`src/rtl/dp_ram_bist.sv`:
```
// Dual-port RAM built-in self test.
// Runs four phases: W0 writes E(a) = seed + a, R0 reads it back, W1 writes ~E(a),
// R1 reads that back. Each read is compared one cycle after it is issued against
// a delayed copy of the expected word. Mismatches are counted (saturating), and
// the address and phase of the first one are kept. All outputs are registered and
// line up with the FSM state that produced them.
module dp_ram_bist #(
   parameter int ADDR_SIZE = 4,
   parameter int DATA_SIZE = 32,
   parameter int DEPTH     = 2**ADDR_SIZE
) (
   input  logic                   clk,
   input  logic                   rst,
   input  logic                   start,
   input  logic [DATA_SIZE-1:0]   seed,
   output logic                   ram_wr,
   output logic [ADDR_SIZE-1:0]   ram_wr_addr,
   output logic [DATA_SIZE-1:0]   ram_data_in,
   output logic                   ram_rd,
   output logic [ADDR_SIZE-1:0]   ram_rd_addr,
   input  logic [DATA_SIZE-1:0]   ram_data_out,
   output logic                   busy,
   output logic                   done,
   output logic                   pass,
   output logic [ADDR_SIZE+1:0]   err_count,
   output logic [ADDR_SIZE-1:0]   fail_addr,
   output logic                   fail_phase
);

   // One extra counter bit lets the read phases reach the drain slot (DEPTH)
   // without wrapping back to address 0.
   typedef logic [ADDR_SIZE:0]   cnt_t;
   typedef logic [ADDR_SIZE+1:0] err_t;

   localparam cnt_t LAST_ADDR  = cnt_t'(DEPTH - 1);
   localparam cnt_t DRAIN_ADDR = cnt_t'(DEPTH);
   localparam err_t ERR_MAX    = err_t'(2 * DEPTH);

   localparam logic [2:0] IDLE = 3'd0;
   localparam logic [2:0] W0   = 3'd1;
   localparam logic [2:0] R0   = 3'd2;
   localparam logic [2:0] W1   = 3'd3;
   localparam logic [2:0] R1   = 3'd4;
   localparam logic [2:0] DONE = 3'd5;

   logic [2:0]           state_q, state_d;
   cnt_t                 addr_q, addr_d;
   logic [DATA_SIZE-1:0] seed_q, seed_d;
   err_t                 err_q, err_d;
   logic [ADDR_SIZE-1:0] fail_addr_q, fail_addr_d;
   logic                 fail_phase_q, fail_phase_d;
   logic                 wr_q, wr_d;
   logic [ADDR_SIZE-1:0] wr_addr_q, wr_addr_d;
   logic [DATA_SIZE-1:0] data_in_q, data_in_d;
   logic                 rd_q, rd_d;
   logic [ADDR_SIZE-1:0] rd_addr_q, rd_addr_d;
   logic                 busy_q, busy_d;
   logic                 done_q, done_d;
   logic                 pass_q, pass_d;
   logic                 cmp_valid_q, cmp_valid_d;
   logic [ADDR_SIZE-1:0] cmp_addr_q, cmp_addr_d;
   logic                 cmp_phase_q, cmp_phase_d;
   logic [DATA_SIZE-1:0] cmp_exp_q, cmp_exp_d;

   logic                 accept;
   logic                 mismatch;
   logic [DATA_SIZE-1:0] wr_pattern;
   logic [DATA_SIZE-1:0] rd_pattern;

   // Next-state, compare and registered-output computation.
   // NOTE: every signal assigned here gets a default first, so no path leaves it
   // unassigned and no latch is inferred.
   always_comb begin
      state_d      = state_q;
      addr_d       = addr_q;
      seed_d       = seed_q;
      err_d        = err_q;
      fail_addr_d  = fail_addr_q;
      fail_phase_d = fail_phase_q;
      wr_addr_d    = wr_addr_q;
      data_in_d    = data_in_q;
      rd_addr_d    = rd_addr_q;

      accept   = start && ((state_q == IDLE) || (state_q == DONE));
      mismatch = cmp_valid_q && (ram_data_out != cmp_exp_q);

      case (state_q)
         IDLE, DONE: begin
            if (accept) begin
               state_d      = W0;
               addr_d       = '0;
               seed_d       = seed;
               err_d        = '0;
               fail_addr_d  = '0;
               fail_phase_d = 1'b0;
            end
         end
         W0, W1: begin
            if (addr_q == LAST_ADDR) begin
               state_d = (state_q == W0) ? R0 : R1;
               addr_d  = '0;
            end else begin
               addr_d = addr_q + 1'b1;
            end
         end
         R0, R1: begin
            if (addr_q == DRAIN_ADDR) begin
               state_d = (state_q == R0) ? W1 : DONE;
               addr_d  = '0;
            end else begin
               addr_d = addr_q + 1'b1;
            end
         end
         default: begin
            state_d = IDLE;
            addr_d  = '0;
         end
      endcase

      // Compare results never overlap an accepted start: no read is in flight
      // in IDLE or DONE.
      if (mismatch) begin
         if (err_q != ERR_MAX) begin
            err_d = err_q + 1'b1;
         end
         if (err_q == '0) begin
            fail_addr_d  = cmp_addr_q;
            fail_phase_d = cmp_phase_q;
         end
      end

      // RAM port controls follow the next state, so they are valid in the same
      // cycle the FSM occupies that state.
      wr_d       = (state_d == W0) || (state_d == W1);
      rd_d       = ((state_d == R0) || (state_d == R1)) && (addr_d != DRAIN_ADDR);
      wr_pattern = seed_d + DATA_SIZE'(addr_d);
      if (wr_d) begin
         wr_addr_d = addr_d[ADDR_SIZE-1:0];
         data_in_d = (state_d == W1) ? ~wr_pattern : wr_pattern;
      end
      if (rd_d) begin
         rd_addr_d = addr_d[ADDR_SIZE-1:0];
      end

      // Expected data travels one cycle behind the read issue to meet the
      // registered RAM output.
      rd_pattern  = seed_q + DATA_SIZE'(rd_addr_q);
      cmp_valid_d = rd_q;
      cmp_addr_d  = rd_addr_q;
      cmp_phase_d = (state_q == R1);
      cmp_exp_d   = cmp_phase_d ? ~rd_pattern : rd_pattern;

      busy_d = (state_d == W0) || (state_d == R0) || (state_d == W1) || (state_d == R1);
      done_d = (state_d == DONE);
      // The verdict is taken on entry to DONE and includes the final compare.
      if (state_d != DONE) begin
         pass_d = 1'b0;
      end else if (state_q != DONE) begin
         pass_d = (err_d == '0);
      end else begin
         pass_d = pass_q;
      end
   end

   // State and output registers with asynchronous reset.
   // NOTE: non-blocking assignments here so every register samples the values
   // of the previous cycle regardless of statement order.
   always_ff @(posedge clk or posedge rst) begin
      if (rst) begin
         state_q      <= IDLE;
         addr_q       <= '0;
         seed_q       <= '0;
         err_q        <= '0;
         fail_addr_q  <= '0;
         fail_phase_q <= 1'b0;
         wr_q         <= 1'b0;
         wr_addr_q    <= '0;
         data_in_q    <= '0;
         rd_q         <= 1'b0;
         rd_addr_q    <= '0;
         busy_q       <= 1'b0;
         done_q       <= 1'b0;
         pass_q       <= 1'b0;
         cmp_valid_q  <= 1'b0;
         cmp_addr_q   <= '0;
         cmp_phase_q  <= 1'b0;
         cmp_exp_q    <= '0;
      end else begin
         state_q      <= state_d;
         addr_q       <= addr_d;
         seed_q       <= seed_d;
         err_q        <= err_d;
         fail_addr_q  <= fail_addr_d;
         fail_phase_q <= fail_phase_d;
         wr_q         <= wr_d;
         wr_addr_q    <= wr_addr_d;
         data_in_q    <= data_in_d;
         rd_q         <= rd_d;
         rd_addr_q    <= rd_addr_d;
         busy_q       <= busy_d;
         done_q       <= done_d;
         pass_q       <= pass_d;
         cmp_valid_q  <= cmp_valid_d;
         cmp_addr_q   <= cmp_addr_d;
         cmp_phase_q  <= cmp_phase_d;
         cmp_exp_q    <= cmp_exp_d;
      end
   end

   assign ram_wr      = wr_q;
   assign ram_wr_addr = wr_addr_q;
   assign ram_data_in = data_in_q;
   assign ram_rd      = rd_q;
   assign ram_rd_addr = rd_addr_q;
   assign busy        = busy_q;
   assign done        = done_q;
   assign pass        = pass_q;
   assign err_count   = err_q;
   assign fail_addr   = fail_addr_q;
   assign fail_phase  = fail_phase_q;

endmodule

```
`config.mk`:
```
export PLATFORM = sky130hd
export DESIGN_NAME = dp_ram_bist
export DESIGN_NICKNAME = d
export VERILOG_FILES = /design/src/rtl/dp_ram_bist.sv
export SDC_FILE = /design/constraint.sdc
export NUM_CORES = 1
export LEC_CHECK = 0
export CORE_MARGIN = 8
export CORE_UTILIZATION = 50
export CTS_BUF_LIST = sky130_fd_sc_hd__clkbuf_2
export CTS_CLUSTER_SIZE = 24
export DETAILED_ROUTE_END_ITERATION = 10
export PLACE_DENSITY = 0.79
export SLEW_MARGIN = 20
export SYNTH_ARGS = -nofsm -noshare
export SYNTH_HDL_FRONTEND = slang
export SYNTH_SLANG_ARGS = --single-unit
```
`constraint.sdc`:
```
create_clock -name clk -period 5 [get_ports clk]
set_clock_uncertainty 0.2 [all_clocks]
set_input_delay 1 -clock clk [delete_from_list [all_inputs] [get_ports clk]]
set_output_delay 1 -clock clk [all_outputs]
set_load 0.1 [all_outputs]
```
==> results.py <==
metrics = {
    "route": {
        "vias_per_cell": 5.363,
        "routed_wirelength_microns": 18800,
        "routed_wire_per_std_cell_microns": 17.52,
        "route.vias.total": 5755,
        "detailedRoute.firstIterationViolations": 399,
        "drt_first_pass_iters": 5,
        "detail_route.drc_violations": 0,
        "drtAntennaViolNets": 0,
    },
    "global_route": {
        "antenna_found_initial": 1,
        "first_global_vias": 5914,
        "globalRoute.totalOverflow": 0,
        "global_route.usage.total": 0.1999,
        "grt_pass1_wl_microns": 31280,
        "grt_max_degree": 67,
    },
    "sta": {
        "fin_crit_sh": 0.8827,
        "timing_max_transition_violations_final": 0,
        "fin_setup_tns_ns": 0,
        "timing.max_slew.rel_slack": 0.3153,
        "timing_worst_slew_pin_value_ns": 1.024,
        "final_period_minus_worst_setup_slack_ns": 4.414,
        "rsz0062_at_grt": "no",
        "setup_viol": 0,
        "timing_hold_violations_final": 0,
        "clock.fmax_ghz": 0.2266,
    },
    "synthesis": {
        "synth_top_cells_by_count": "sky130_fd_sc_hd__dfrtp_1, sky130_fd_sc_hd__nand2_1, sky130_fd_sc_hd__xnor2_1",
        "synth_top_cells_by_area": "sky130_fd_sc_hd__dfrtp_1, sky130_fd_sc_hd__xnor2_1, sky130_fd_sc_hd__xor2_1",
        "cell_with_the_most_instances_after_synthesis": "sky130_fd_sc_hd__dfrtp_1",
        "synthDominantCellAreaShare": 0.4501,
        "synth_enable_flop_cells": 0,
        "netlist-cell-type-count": 61,
        "postSynthCellCount": 754,
        "async_reset_ff_frac": 1.000,
        "yosysSeqAreaShare": 0.4501,
        "netlist_area_before_placement_sq_um": 7450,
        "synth_nets": 838,
        "ys_warn_count": 0,
        "number_of_synthesized_register_bits": 134,
        "avgSynthCellArea_sq_um": 9.880,
        "yosys.area.top_type": "sky130_fd_sc_hd__dfrtp_1",
        "ys_dominant_reg_cell": "sky130_fd_sc_hd__dfrtp_1",
    },
    "die": {
        "floorplan.die_area_sq_um": 19060,
        "floorplan.core_area_sq_um": 14530,
        "die_span_y_microns": 138.1,
        "ioPinCount": 123,
        "die_w_microns": 138.1,
        "fp-row-count": 44,
        "starting_density_of_the_core": 0.5126,
    },
    "clock_network": {
        "hold_buffers": 0,
        "post_cts_sizing_count": 0,
        "clockRootBuffer": "sky130_fd_sc_hd__clkbuf_2",
        "worst_setup_hold_path_clk_slew_ns": 0.20,
        "cts_sinks": 134,
        "clock_insertion_delay_worst_skew_ns": 0.67,
        "post_cts_buffers": 0,
        "ctsLongestPathBuffers": 2,
        "ctsHtreeMaxLevel": 4,
        "tritoncts": "yes",
        "numCtsBuffers": 17,
    },
    "power": {
        "total_leakage_power_uw": 0.003991,
        "vdd_drop_max_mv": 0.6022,
        "pwr_density_cell_nw_per_um2": 743.9,
        "post-layout-total-power_uw": 6797,
    },
    "final_layout": {
        "nets": 959,
        "post-route-util": 0.6286,
        "final_layout_size_suffix_gt1_frac": 0.06869,
        "sequential_area_sq_um": 3353,
        "area_delta_synth_final_pct": 22.64,
        "multi_input_area_sq_um": 3826,
        "n_fill_cell": 1232,
    },
    "worst_setup_path": {
        "worst-r2r-setup-slack_ns": 0.59,
        "cp.required_ns": 5.37,
        "critical_path.cell_chain": "ha_1, nand3_1, inv_1, ha_1, nor3_1, nor2_1, o21ai_0, a21oi_1, inv_1, ha_1, a21oi_1, o21ai_0, nand2_2, or3_1, xor3_1, mux2_4",
        "slowest_delay_ns": 0.54,
        "worst_setup_path_start_kind": "flop",
        "critical_path.reg2reg.startpoint": "addr_q[0]",
        "critical_path.endpoint_type": "flop",
        "critical_path_class": "flop to flop",
        "rr_worst_depth": 16,
        "crit_path_top_delay_cell": "sky130_fd_sc_hd__dfrtp_1",
        "crit_path_frequent_cell": "sky130_fd_sc_hd__ha_1",
        "r2r_end": "ram_data_in[9]",
        "timing.critical_path.buf_inv": 2,
        "timing.critical_path.fanout_max": 7,
        "critical_path_depth": 16,
        "cp.arrival_ns": 4.79,
        "cp_top_family": "simple AND/OR/NAND/NOR gates",
    },
    "placed_design": {
        "dp_hpwl_microns": 14310,
        "port-buffer-count": 122,
        "gpl.final_weighted_congestion": 0.9059,
    },
    "min_path": {
        "hold_depth": 0,
        "timing.hold.worst.start": "ram_rd",
        "hold_path_end": "cmp_valid_q",
        "holdCritPathClass": "flop to flop",
    },
    "job": {
        "cap_viol_max_count": 0,
    },
    "outcome": {
        "run_status": "completed",
    },
}
-- placed cells by master, fill, tap and decap left out, types with 3 or more instances in the layout --
cell type / count
sky130_fd_sc_hd__a211oi_1: 4
sky130_fd_sc_hd__a21o_1: 7
sky130_fd_sc_hd__a21oi_1: 12
sky130_fd_sc_hd__and2_1: 3
sky130_fd_sc_hd__and3_1: 5
sky130_fd_sc_hd__and4_1: 5
sky130_fd_sc_hd__buf_4: 9
sky130_fd_sc_hd__bufinv_16: 5
sky130_fd_sc_hd__clkbuf_2: 17
sky130_fd_sc_hd__clkdlybuf4s50_1: 122
sky130_fd_sc_hd__clkinv_1: 4
sky130_fd_sc_hd__dfrtp_1: 134
sky130_fd_sc_hd__ha_1: 15
sky130_fd_sc_hd__inv_1: 36
sky130_fd_sc_hd__mux2_2: 5
sky130_fd_sc_hd__mux2i_1: 16
sky130_fd_sc_hd__nand2_1: 120
sky130_fd_sc_hd__nand2b_1: 7
sky130_fd_sc_hd__nand3_1: 29
sky130_fd_sc_hd__nand3b_1: 3
sky130_fd_sc_hd__nand4_1: 13
sky130_fd_sc_hd__nor2_1: 26
sky130_fd_sc_hd__nor3_1: 11
sky130_fd_sc_hd__nor3b_1: 4
sky130_fd_sc_hd__nor4_1: 13
sky130_fd_sc_hd__nor4b_1: 3
sky130_fd_sc_hd__o21ai_0: 47
sky130_fd_sc_hd__o21ai_1: 10
sky130_fd_sc_hd__o31ai_1: 3
sky130_fd_sc_hd__or2_2: 3
sky130_fd_sc_hd__or3_1: 5
sky130_fd_sc_hd__xnor2_1: 92
sky130_fd_sc_hd__xnor3_1: 3
sky130_fd_sc_hd__xor2_1: 52
sky130_fd_sc_hd__xor3_1: 4
-- worst max path at each step --
stage / end / start / slack, ns
5_1_grt: ram_data_in[31] / addr_q[0] / 0.23
3_3_place_gp: ram_data_in[9] / start / 0.34
3_5_place_dp: ram_data_in[9] / start / 0.23
4_1_cts: ram_data_in[9] / addr_q[0] / 0.60
6_report: ram_data_in[9] / addr_q[0] / 0.59
2_1_floorplan: addr_q[0] / rst / 0.22
-- per-stage QoR --
stage | hold WS (ns) | cell area, sq um | cells | worst slack [ns]
after floorplan | 0.2727 | 7450 | 754 | 0.2172
after global routing | 0.2512 | 9136 | 1073 | 0.2303
final | 0.2348 | 9136 | 1073 | 0.5864
after global placement | 0.1861 | 8840 | 1040 | 0.3356
after CTS | 0.2162 | 9134 | 1072 | 0.6034
after detailed placement | 0.1961 | 8840 | 1040 | 0.2317
-- cell type report --
class | instances | area share
antenna | 1 | 0.0002739
clock buffer | 17 | 0.009313
clock inverter | 15 | 0.02287
inverter | 37 | 0.01548
multi-input combinational | 554 | 0.4188
sequential | 134 | 0.3670
tap | 184 | 0.02520
timing repair buffer | 131 | 0.1411
-- power by group --
group          internal [uW]  leakage (uW)  total (uW)  switching, uW
registers               1570       0.00168        2000            434
logic                   1330       0.00215        4020           2680
clock network            373      0.000168         779            406
-- cells by family after synthesis --
| kind of cell | share of synthesized area |
|---|---|
| and+or+nand+nor | 0.1760 |
| xor gates and xnor gates | 0.1970 |
| DFF | 0.4501 |
| AOI/OAI and AO/OA | 0.07760 |
| buffers and inverters | 0.03762 |
| muxes | 0.03107 |
| adders and majority gates | 0.03057 |
-- registers in the layout (all words and copies together), names as in the netlist, 3 cells and up --
register	flops
fail_addr	4
ram_wr_addr	4
state_q	3
addr_q	5
seed_q	32
cmp_exp_q	32
err_count	6
ram_data_in	32
cmp_addr_q	4
ram_rd_addr	4
-- metal layers --
metal / global-route usage / vias to the layer above / wire length (microns)
li1: - / 2788 / -
met1: 0.2850 / 2742 / 8974
met2: 0.2987 / 203 / 8331
met3: 0.04384 / 22 / 1229
met4: 0.05492 / 0 / 267
met5: 0 / - / 0
(Power assumes the default switching activity.)
